===== src/rtl/hdlc_flag_tx.sv =====
// hdlc_flag_tx: HDLC framer transmitter (flags, LSB-first bit-stuffed payload, abort on underrun).
// Define HDLC_TX_FCS_EN to append a CRC-16/X.25 FCS before the closing flag.
module hdlc_flag_tx #(
  parameter int OPEN_FLAGS = 1,
  parameter bit IDLE_MARK  = 1'b1
) (
  input  logic       clk,
  input  logic       rst,
  input  logic       bit_en,
  input  logic [7:0] in_data,
  input  logic       in_valid,
  input  logic       in_last,
  output logic       in_ready,
  output logic       tx_out,
  output logic       busy,
  output logic       done,
  output logic       underrun
);
  typedef enum logic [2:0] {IDLE, OFLAG, DATA, STUFF, CFLAG, ABORT
`ifdef HDLC_TX_FCS_EN
    , FCS
`endif
  } state_t;
  localparam logic [7:0] FLAG = 8'h7E;
  state_t     state_q, state_d;
  logic [4:0] bcnt_q, bcnt_d;
  logic [3:0] fcnt_q, fcnt_d;
  logic [2:0] ones_q, ones_d;
  logic [7:0] sh_q, sh_d, buf_q, src;
  logic       last_q, last_d, tx_q, tx_d, done_q, done_d, und_q, und_d;
  logic       full_q, buf_last_q, take, emit, eb;
`ifdef HDLC_TX_FCS_EN
  logic [15:0] crc_q, crc_d;
  logic        ret_q, ret_d;
  function automatic logic [15:0] crc_step(input logic [15:0] c, input logic b);
    return {1'b0, c[15:1]} ^ ((c[0] ^ b) ? 16'h8408 : 16'h0000);
  endfunction
`endif
  assign in_ready = ~full_q;
  assign tx_out   = tx_q;
  assign busy     = state_q != IDLE;
  assign done     = done_q;
  assign underrun = und_q;
  // bcnt_q[3] in DATA marks a byte boundary: the next slot decides last/next byte/abort
  always_comb begin
    state_d = state_q;
    bcnt_d  = bcnt_q;
    fcnt_d  = fcnt_q;
    ones_d  = ones_q;
    sh_d    = sh_q;
    last_d  = last_q;
    tx_d    = tx_q;
    done_d  = 1'b0;
    und_d   = 1'b0;
    take    = 1'b0;
    emit    = 1'b0;
    eb      = 1'b0;
    src     = bcnt_q[3] ? buf_q : sh_q;
`ifdef HDLC_TX_FCS_EN
    crc_d   = crc_q;
    ret_d   = ret_q;
`endif
    if (bit_en) begin
      case (state_q)
        IDLE: begin
          tx_d = full_q ? FLAG[0] : IDLE_MARK;
          if (full_q) begin
            take    = 1'b1;
            sh_d    = buf_q;
            last_d  = buf_last_q;
            bcnt_d  = 5'd1;
            fcnt_d  = 4'd0;
            ones_d  = 3'd0;
            state_d = OFLAG;
`ifdef HDLC_TX_FCS_EN
            crc_d   = 16'hFFFF;
`endif
          end
        end
        OFLAG: begin
          tx_d   = FLAG[bcnt_q[2:0]];
          bcnt_d = (bcnt_q == 5'd7) ? 5'd0 : bcnt_q + 5'd1;
          if (bcnt_q == 5'd7) begin
            fcnt_d = fcnt_q + 4'd1;
            if (fcnt_q == 4'(OPEN_FLAGS - 1)) state_d = DATA;
          end
        end
        DATA: begin
          if (bcnt_q[3] && last_q) begin
`ifdef HDLC_TX_FCS_EN
            state_d = FCS;
            emit    = 1'b1;
            eb      = ~crc_q[0];
            crc_d   = {1'b0, ~crc_q[15:1]};
            bcnt_d  = 5'd1;
`else
            state_d = CFLAG;
            tx_d    = FLAG[0];
            bcnt_d  = 5'd1;
            ones_d  = 3'd0;
`endif
          end else if (bcnt_q[3] && !full_q) begin
            state_d = ABORT;
            tx_d    = 1'b1;
            bcnt_d  = 5'd1;
            und_d   = 1'b1;
          end else begin
            emit   = 1'b1;
            eb     = src[0];
            sh_d   = {1'b0, src[7:1]};
            bcnt_d = bcnt_q[3] ? 5'd1 : bcnt_q + 5'd1;
            take   = bcnt_q[3];
            last_d = bcnt_q[3] ? buf_last_q : last_q;
`ifdef HDLC_TX_FCS_EN
            crc_d  = crc_step(crc_q, src[0]);
`endif
          end
        end
        STUFF: begin
          tx_d    = 1'b0;
          ones_d  = 3'd0;
`ifdef HDLC_TX_FCS_EN
          state_d = ret_q ? FCS : DATA;
`else
          state_d = DATA;
`endif
        end
        CFLAG: begin
          tx_d    = bcnt_q[3] ? IDLE_MARK : FLAG[bcnt_q[2:0]];
          done_d  = bcnt_q[3];
          bcnt_d  = bcnt_q[3] ? 5'd0 : bcnt_q + 5'd1;
          state_d = bcnt_q[3] ? IDLE : CFLAG;
        end
        ABORT: begin
          tx_d    = (bcnt_q == 5'd7) ? IDLE_MARK : 1'b1;
          bcnt_d  = (bcnt_q == 5'd7) ? 5'd0 : bcnt_q + 5'd1;
          state_d = (bcnt_q == 5'd7) ? IDLE : ABORT;
        end
`ifdef HDLC_TX_FCS_EN
        FCS: begin
          if (bcnt_q[4]) begin
            state_d = CFLAG;
            tx_d    = FLAG[0];
            bcnt_d  = 5'd1;
            ones_d  = 3'd0;
          end else begin
            emit   = 1'b1;
            eb     = crc_q[0];
            crc_d  = {1'b0, crc_q[15:1]};
            bcnt_d = bcnt_q + 5'd1;
          end
        end
`endif
        default: state_d = IDLE;
      endcase
      if (emit) begin
        tx_d   = eb;
        ones_d = eb ? ones_q + 3'd1 : 3'd0;
        if (eb && ones_q == 3'd4) begin
`ifdef HDLC_TX_FCS_EN
          ret_d   = state_d == FCS;
`endif
          state_d = STUFF;
        end
      end
    end
  end
  always_ff @(posedge clk or negedge rst) begin
    if (!rst) begin
      state_q    <= IDLE;
      bcnt_q     <= 5'd0;
      fcnt_q     <= 4'd0;
      ones_q     <= 3'd0;
      sh_q       <= 8'd0;
      last_q     <= 1'b0;
      tx_q       <= IDLE_MARK;
      done_q     <= 1'b0;
      und_q      <= 1'b0;
      full_q     <= 1'b0;
      buf_q      <= 8'd0;
      buf_last_q <= 1'b0;
`ifdef HDLC_TX_FCS_EN
      crc_q      <= 16'hFFFF;
      ret_q      <= 1'b0;
`endif
    end else begin
      state_q <= state_d;
      bcnt_q  <= bcnt_d;
      fcnt_q  <= fcnt_d;
      ones_q  <= ones_d;
      sh_q    <= sh_d;
      last_q  <= last_d;
      tx_q    <= tx_d;
      done_q  <= done_d;
      und_q   <= und_d;
`ifdef HDLC_TX_FCS_EN
      crc_q   <= crc_d;
      ret_q   <= ret_d;
`endif
      if (take) full_q <= 1'b0;
      else if (in_valid && !full_q) begin
        full_q     <= 1'b1;
        buf_q      <= in_data;
        buf_last_q <= in_last;
      end
    end
  end
endmodule


===== config.mk =====
export PLATFORM = sky130hd
export DESIGN_NAME = hdlc_flag_tx
export DESIGN_NICKNAME = d
export VERILOG_FILES = /design/src/rtl/hdlc_flag_tx.sv
export SDC_FILE = /design/constraint.sdc
export NUM_CORES = 1
export LEC_CHECK = 0
export BUFFER_PORTS_ARGS = -buffer_cell sky130_fd_sc_hd__buf_2
export CORE_MARGIN = 2
export CORE_UTILIZATION = 35
export DETAILED_ROUTE_END_ITERATION = 10
export GPL_TIMING_DRIVEN = 0
export PLACE_DENSITY = 0.61
export SYNTH_ARGS = -nofsm -noshare
export SYNTH_HDL_FRONTEND = slang
export SYNTH_SLANG_ARGS = --single-unit

===== constraint.sdc =====
create_clock -name clk -period 2.7 [get_ports clk]
set_input_delay 0.27 -clock clk [delete_from_list [all_inputs] [get_ports clk]]
set_output_delay 0.27 -clock clk [all_outputs]
set_load 0.01 [all_outputs]

==> results.toml, run 1 <==
[run_status]
status = "finished, final reports clean"

[drt]
antenna_left = 0
route.vias.total = 1854
viasPerCell = 5.42
post_drt_wl_per_cell_um = 14.6
drt_pass1_iterations = 4
drt_iter0_drc = 178
drt_wl_total_um = 5000
route.detailed.drc = 0

[final_layout]
final_layout_size_suffix_gt1_share_pct = 15.7
n_fill_cell = 609
nets = 288
diodes = 0
syn2layout_area_growth_pct = 12.0

[hold_path]
holdCritPathClass = "input port to async pin"

[pwr]
powerDensity_mw_per_mm2 = 991
ir_worst_vdd_v = 0.000315
leakagePower_nw = 1.05

[logic_synthesis]
synth-edff-count = 0
syn-instance-count = 242
synth_area_leaders = "dfrtp_1 41%, nand2_1 7.2%, o21ai_0 7.1%, ha_1 5.2%, mux2_2 5.2%"
ys.flop_type = "dfrtp_1"
yosys-top-cells-count = "42 x nand2_1, 36 x dfrtp_1, 31 x o21ai_0"
async_flop_share_pct = 100
syn_avg_cell_area_um2 = 9.02
yosys.cell_count.top_type = "nand2_1"
yosysSeqAreaShare_pct = 42.5
syn_nets = 264
synth_largest_area_cell = "dfrtp_1"
syn-cell-area_mm2 = 0.00218
yosysUniqueCellTypes = 45
yosysTopAreaCellShare_pct = 41.3
ys_warn_count = 0
ys_seq_elements = 37

[floorplan]
io_pins = 18
start_util_pct = 36.4
die_w_um = 83.0
rows = 28
dieArea_mm2 = 0.00689
core-area_mm2 = 0.00599
die_h_um = 83.0

[worst_setup_path]
arrival_ns = 2.29
cp_max_fo = 10
critPathSlowestCell = "nor3b_1"
crit_family = "simple AND/OR/NAND/NOR gates"
crit-reg2reg-launch = "state_q[1]"
slowest_delay_ns = 0.80
critPathLaunch = "state_q[1]"
critPathBufInv = 1
required_ns = 2.85
cp-start-kind = "flop"
critPathKind = "flop to flop"
path_cells = "buf_2 -> nor3b_1 -> nand2_1 -> o21ai_0 -> a31oi_1"
critPathCaptureType = "flop"

[timing]
period_needed_ns = 2.14
fin_worst_skew_ns = 0.0102
relSlewSlack_pct = 36.7
rsz0062_at_grt = "no"
fmax_mhz = 467
hold_ws_ns = 0.0731
fin_crit_sh_pct = 79.2
final.setup.tns_ns = 0
final_max_slew_viol_count = 0
finalSetupViolCount = 0
worstMarginPinSlew_ns = 0.948
hold_violations = 0

[global_routing]
grt_pass1_wl_um = 9000
grt_usage_pct = 15.8
grt_max_degree = 38
grt.overflow.total = 0
antenna_found_initial = 0
grt_pass1_vias = 1825

[clock_network]
cts_buffers = 5
h-tree-depth = 2
cts_hold_buf = 0
numClockSinks = 37
tritoncts = "done"
postCtsSetupBuffers = 0
ctsResizeCount = 0
path_clk_slew_ns = 0.08
cts-root-buf = "clkbuf_8"
cts_buffer_depth = 2
worstSkewPairLatency_ns = 0.29

[placement]
place.gp.congestion = 0.880
hpwl_um = 3540
portBuffers = 17

[job]
drv_cap = 0
## power by group
part	total [W]	switching, W	internal, W	leakage [nW]
combinational	0.00109	0.000636	0.000458	0.541
sequential	0.000951	0.000182	0.000770	0.464
clock	0.000377	0.000198	0.000179	0.0450
## worst paths after layout
path / to / cells after the start / slack, ns
worst max-delay path: full_q / 5 / 0.56
worst min-delay path: sh_q[4] / 1 / 0.07
worst max register to register: full_q / 5 / 0.56
worst min register to register: sh_q[3] / 2 / 0.48
max in group asynchronous: state_q[0] / 1 / 2.08
min in group clk: buf_q[2] / 2 / 0.20
## placed cells by master (no fill, tap or decap), types with 2 or more instances in the layout
| cell type | count |
|---|---|
| a21oi_1 | 7 |
| a31oi_1 | 2 |
| a32o_1 | 2 |
| and2_1 | 2 |
| and3_1 | 4 |
| buf_2 | 20 |
| clkbuf_1 | 9 |
| clkbuf_8 | 5 |
| clkinv_2 | 2 |
| dfrtp_1 | 36 |
| ha_1 | 9 |
| inv_1 | 10 |
| mux2_2 | 10 |
| mux2i_1 | 8 |
| nand2_1 | 42 |
| nand2b_1 | 4 |
| nand3_1 | 10 |
| nand3b_1 | 2 |
| nand4_1 | 2 |
| nand4b_1 | 2 |
| nor2_1 | 10 |
| nor2b_1 | 5 |
| nor3_1 | 2 |
| nor3b_1 | 2 |
| nor4_1 | 2 |
| o211ai_1 | 2 |
| o21ai_0 | 31 |
| o22ai_1 | 2 |
| o31ai_1 | 4 |
| o41ai_1 | 2 |
## cell families after synthesis
group / synth area share [%]
simple gates: 21.8
compound gates: 17.2
flops: 42.5
buf+inv: 4.13
mux: 8.83
fa+ha+maj: 5.16
xor+xnor: 0.401
## worst register-to-register path: stages (launching register included)
cell	delay, ns
dfrtp_1	0.37
buf_2	0.23
nor3b_1	0.80
nand2_1	0.29
o21ai_0	0.22
a31oi_1	0.10
## flip-flops by register name, indices dropped and copies added (netlist names)
signal / count
bcnt_q: 5
last_q: 1
done: 1
sh_q: 8
full_q: 1
underrun: 1
fcnt_q: 4
buf_q: 8
buf_last_q: 1
ones_q: 3
state_q: 3
tx_out: 1
## routing by layer
layer  vias up  track usage [%]  part of all wire (%)  wire, um
li1        911                -                     -         -
met1       903             22.9                    49      2470
met2        33             23.2                    46      2300
met3         7             3.48                   3.2       161
met4         0             5.51                   1.5        76
met5         -                0                     0         0
## per-stage QoR
stage               std cells  cell area [um^2]  utilization, %  setup slack [ns]  total power [W]
floorplan                 242              2180               -              1.09          0.00174
global placement          334              2360            39.4             0.636          0.00203
detailed placement        334              2360            39.4             0.625          0.00205
CTS                       342              2440            40.8             0.609          0.00244
global route              342              2440            40.8             0.457          0.00266
finish                    342              2440            40.8             0.561          0.00242
## layout make-up
class	count	area (um^2)	share of cell area [%]
multi-input cells	182	1170	47.7
repair buffers	17	85.1	3.48
inverters	11	41.3	1.69
flip-flops and latches	37	927	37.9
clock inverters	2	10.0	0.409
well taps	75	93.8	3.84
plain buffers	12	48.8	2.00
clock buffers	6	72.6	2.97
(Power assumes the default switching activity.)
==> run 2: changes to the inputs <==
==> constraint.sdc (replaced) <==
create_clock -name clk -period 2.1 [get_ports clk]
set_input_delay 0.21 -clock clk [delete_from_list [all_inputs] [get_ports clk]]
set_output_delay 0.21 -clock clk [all_outputs]
set_load 0.01 [all_outputs]
==> run 2 against run 1 <==
Net effect: maximum frequency grew 13%; via count shrank 0.59%; register-to-register slack lost 0.36 ns; sequential share of layout area shrank 0.12 points; count of clock-buffer cells in the layout is the same; critical endpoint is now fcnt_q[3]; highest routed layer unchanged.
==> results.toml, run 2 (synthesis results as in run 1) <==
[global_routing]
grt_usage_pct = 15.8
grt_pass1_wl_um = 9000
grt_pass1_vias = 1825
antenna_found_initial = 0
grt.overflow.total = 0
grt_max_degree = 38

[pwr]
p_int_w = 0.00181
switching_share_pct = 42.0
combPwrFrac_pct = 45.2
p_clk_share_pct = 15.5
leakagePower_nw = 1.05
p_sw_w = 0.00131
p_seq_share_pct = 39.3
ir_worst_vdd_v = 0.000384
powerDensity_mw_per_mm2 = 1270

[floorplan]
dieArea_mm2 = 0.00689
start_util_pct = 36.4
die_h_um = 83.0
core-area_mm2 = 0.00599
io_pins = 18
die_w_um = 83.0
rows = 28

[clock_network]
tritoncts = "done"
worstSkewPairLatency_ns = 0.29
path_clk_slew_ns = 0.08
numClockSinks = 37
postCtsSetupBuffers = 0
cts_hold_buf = 0
cts_buffer_depth = 2
h-tree-depth = 2
cts-root-buf = "clkbuf_8"
cts_buffers = 5

[timing]
worstMarginPinSlew_ns = 0.845
fmax_mhz = 527
final_max_slew_viol_count = 0
fin_crit_sh_pct = 90.4
relSlewSlack_pct = 43.7
fin_worst_skew_ns = 0.0107
period_needed_ns = 1.90
finalSetupViolCount = 0
rsz0062_at_grt = "no"
final.setup.tns_ns = 0
hold_violations = 0

[final_layout]
reg_top3 = "buf_q (8), sh_q (8), bcnt_q (5)"
seq_area_um2 = 927
syn2layout_area_growth_pct = 12.3
nets = 288
n_fill_cell = 609
fin_cells = 342
final_common_cell = "nand2_1"
final_layout_size_suffix_gt1_share_pct = 16.5
multiInputGateArea_mm2 = 0.00117
diodes = 0
final_cell_mix = "42 x nand2_1, 36 x dfrtp_1, 31 x o21ai_0"

[drt]
drt_wl_total_um = 5020
route.detailed.drc = 0
route.vias.total = 1843
viasPerCell = 5.39
antenna_left = 0
drt_iter0_drc = 170
drt_pass1_iterations = 4
post_drt_wl_per_cell_um = 14.7

[worst_setup_path]
arrival_ns = 2.06
critPathSlowestCell = "dfrtp_1"
slowest_delay_ns = 0.48
required_ns = 2.26
cp_max_fo = 10
cp-start-kind = "flop"
critPathKind = "flop to flop"
critPathBufInv = 1
path_cells = "clkbuf_1 -> nor2_1 -> o211ai_1 -> o21ai_0 -> o31ai_1"
crit_family = "compound AO/OA/AOI/OAI gates"
critPathCaptureType = "flop"

[job]
drv_cap = 0

[run_status]
status = "finished, final reports clean"

[placement]
place.gp.congestion = 0.880
portBuffers = 17
dp_cells = 334
hpwl_um = 3540

[hold_path]
holdCritPathClass = "input port to async pin"
[run 2: cell counts in the layout (fill, tap and decap cells not counted)]
No cell type changed its count.
[run 2: path summary, 6_finish.rpt]
kind | from | end | slack [ns] | cells past startpoint
max | state_q[2] | fcnt_q[3] | 0.20 | 5
max in group asynchronous | rst | state_q[0] | 1.54 | 1
max reg2reg | state_q[2] | fcnt_q[3] | 0.20 | 5
min reg2reg | sh_q[3] | sh_q[3] | 0.48 | 2
min | rst | sh_q[4] | 0.01 | 1
min in group clk | in_data[2] | buf_q[2] | 0.14 | 2
[run 2: layout make-up]
type	instances	share of cell area [%]
sequential	37	37.8
timing repair buffer	17	3.47
clock buffer	6	2.96
tap	75	3.83
buffer	12	1.99
clock inverter	2	0.408
inverter	11	1.68
multi-input combinational	182	47.9
[run 2: metal layers]
layer	vias up	wire length (um)	track usage, %
met2	27	2330	23.2
met4	0	77	5.51
li1	907	-	-
met5	-	0	0
met3	7	171	3.48
met1	902	2440	22.9
[run 2: worst reg2reg max path, cell delays in order (launching register included)]
cell and delay, ns:
dfrtp_1 0.48, clkbuf_1 0.27, nor2_1 0.36, o211ai_1 0.28, o21ai_0 0.26, o31ai_1 0.12
[run 2: timing repair]
| item | in CTS | in global routing |
|---|---|---|
| gates resized for setup | 0 | 2 |
| hold endpoints to repair | 0 | 0 |
| endpoints found under the setup margin | 0 | 13 |
[run 2: power by group through the flow]
stage	Clock (W)	Combinational, W	Sequential (W)
6_report	0.000485	0.00141	0.00123
5_1_grt	0.000536	0.00162	0.00127
4_1_cts	0.000507	0.00141	0.00122
3_5_place_dp	0	0.00140	0.00124
3_3_place_gp	0	0.00137	0.00123
2_1_floorplan	0	0.00107	0.00117
[run 2: stage by stage]
stage,area [um^2],util (%),hold slack [ns],power (W),setup WS [ns]
after floorplan,2180,-,-0.0856,0.00224,0.491
after global placement,2360,39.4,0.357,0.00260,0.0357
after detailed placement,2360,39.4,0.372,0.00264,0.0253
after CTS,2440,40.8,0.0461,0.00314,0.00884
after global routing,2450,40.9,0.0881,0.00343,0.0128
final,2450,40.9,0.0141,0.00312,0.201
==> run 3: changes to the inputs <==
--- a/config.mk
+++ b/config.mk
@@ -10,7 +10,6 @@
 export CORE_UTILIZATION = 35
 export DETAILED_ROUTE_END_ITERATION = 10
 export GPL_TIMING_DRIVEN = 0
-export PLACE_DENSITY = 0.61
 export SYNTH_ARGS = -nofsm -noshare
 export SYNTH_HDL_FRONTEND = slang
 export SYNTH_SLANG_ARGS = --single-unit
==> constraint.sdc (replaced) <==
create_clock -name clk -period 2.4 [get_ports clk]
set_input_delay 0.36 -clock clk [delete_from_list [all_inputs] [get_ports clk]]
set_output_delay 0.36 -clock clk [all_outputs]
set_load 0.01 [all_outputs]
==> run 3 against run 2 <==
Net effect: cell count unchanged; sequential power down 13%; critical path depth unchanged; worst hold slack better by 0.14 ns; via count down 1.4%; worst setup slack better by 0.097 ns; clock power down 7.8%.
==> results.toml, run 3 (synthesis results as in run 1) <==
[final_layout]
final_common_cell = "nand2_1"
final_cell_mix = "42 x nand2_1, 36 x dfrtp_1, 31 x o21ai_0"
reg_top3 = "buf_q (8), sh_q (8), bcnt_q (5)"
final_layout_size_suffix_gt1_share_pct = 16.1
diodes = 0
syn2layout_area_growth_pct = 12.4
nets = 288

[hold_path]
holdCritPathClass = "input port to async pin"

[drt]
route.vias.total = 1817
route.detailed.drc = 0
antenna_left = 0
drt_pass1_iterations = 4
post_drt_wl_per_cell_um = 14.2
drt_wl_total_um = 4860
viasPerCell = 5.31
drt_iter0_drc = 172

[global_routing]
antenna_found_initial = 0
grt.overflow.total = 0
grt_pass1_vias = 1740
grt_usage_pct = 15.0
grt_max_degree = 38
grt_pass1_wl_um = 8510

[timing]
worstMarginPinSlew_ns = 0.894
fin_worst_skew_ns = 0.0121
period_needed_ns = 2.10
fin_crit_sh_pct = 87.6
final.setup.tns_ns = 0
finalSetupViolCount = 0
hold_violations = 0
hold_ws_ns = 0.154
final_max_slew_viol_count = 0
rsz0062_at_grt = "no"
relSlewSlack_pct = 40.3
fmax_mhz = 476

[worst_setup_path]
path_cells = "buf_2 -> nor3b_1 -> nand2_1 -> o21ai_0 -> a31oi_1"
r2r_cells = 5
ff2ff_setup_slack_ns = 0.30
critPathCaptureType = "flop"
cp-start-kind = "flop"
cp_max_fo = 10
slowest_delay_ns = 0.76
critPathKind = "flop to flop"
crit-reg2reg-launch = "state_q[1]"
r2r-end = "full_q"
crit_family = "simple AND/OR/NAND/NOR gates"
critPathSlowestCell = "nor3b_1"
required_ns = 2.57
critPathBufInv = 1
arrival_ns = 2.27

[floorplan]
core-area_mm2 = 0.00599
start_util_pct = 36.4
die_h_um = 83.0
rows = 28
die_w_um = 83.0
io_pins = 18
dieArea_mm2 = 0.00689

[pwr]
powerDensity_mw_per_mm2 = 1110
leakagePower_nw = 1.05
finalPower_w = 0.00273
ir_worst_vdd_v = 0.000326

[clock_network]
h-tree-depth = 2
ctsResizeCount = 0
cts_buffer_depth = 2
cts_buffers = 5
worstSkewPairLatency_ns = 0.30
tritoncts = "done"
postCtsSetupBuffers = 0
cts-root-buf = "clkbuf_8"
cts_hold_buf = 0
path_clk_slew_ns = 0.08
numClockSinks = 37

[placement]
place.gp.congestion = 0.852
portBuffers = 17
hpwl_um = 3440

[job]
drv_cap = 0

[run_status]
status = "finished, final reports clean"
run 3: cell count changes in the layout (fill, tap and decap cells not counted):
cell	before	now
nor3b_2	1	0
nor2_2	1	0
nor3b_1	1	2
clkinv_2	2	1
nor2_1	9	10
clkinv_4	0	2
clkbuf_1	9	8
run 3: metrics by stage:
stage          worst slack, ns  instance area [um^2]  std cells  utilization [%]
2_1_floorplan            0.791                  2180        242                -
3_5_place_dp             0.370                  2360        334             39.4
6_report                 0.298                  2450        342             41.0
4_1_cts                  0.362                  2450        342             41.0
5_1_grt                  0.176                  2450        342             41.0
3_3_place_gp             0.351                  2360        334             39.4
run 3: worst max path at each step:
| stage | startpoint | end | cells after the start |
|---|---|---|---|
| 2_1_floorplan | state_q[1] | bcnt_q[0] | 6 |
| 3_3_place_gp | state_q[1] | bcnt_q[0] | 6 |
| 3_5_place_dp | state_q[1] | full_q | 5 |
| 4_1_cts | state_q[1] | bcnt_q[4] | 6 |
| 5_1_grt | state_q[1] | sh_q[6] | 5 |
| 6_report | state_q[1] | full_q | 5 |
run 3: cell type report:
cell class	count	area, um^2
multi-input combinational	182	1170
clock buffer	5	68.8
inverter	11	41.3
timing repair buffer	17	85.1
sequential	37	927
tap	75	93.8
fill	611	3540
clock inverter	3	22.5
buffer	12	48.8
run 3: layer usage:
metal / global-route usage [%] / routed length, um
met1: 20.7 / 2410
met2: 23.8 / 2230
met3: 2.78 / 163
met4: 4.47 / 58
met5: 0 / 0
run 3: power breakdown:
| part | internal, W | total (W) | switching [W] |
|---|---|---|---|
| clock network | 0.000206 | 0.000447 | 0.000242 |
| registers | 0.000865 | 0.00107 | 0.000205 |
| logic | 0.000513 | 0.00121 | 0.000699 |
| total | 0.00158 | 0.00273 | 0.00115 |
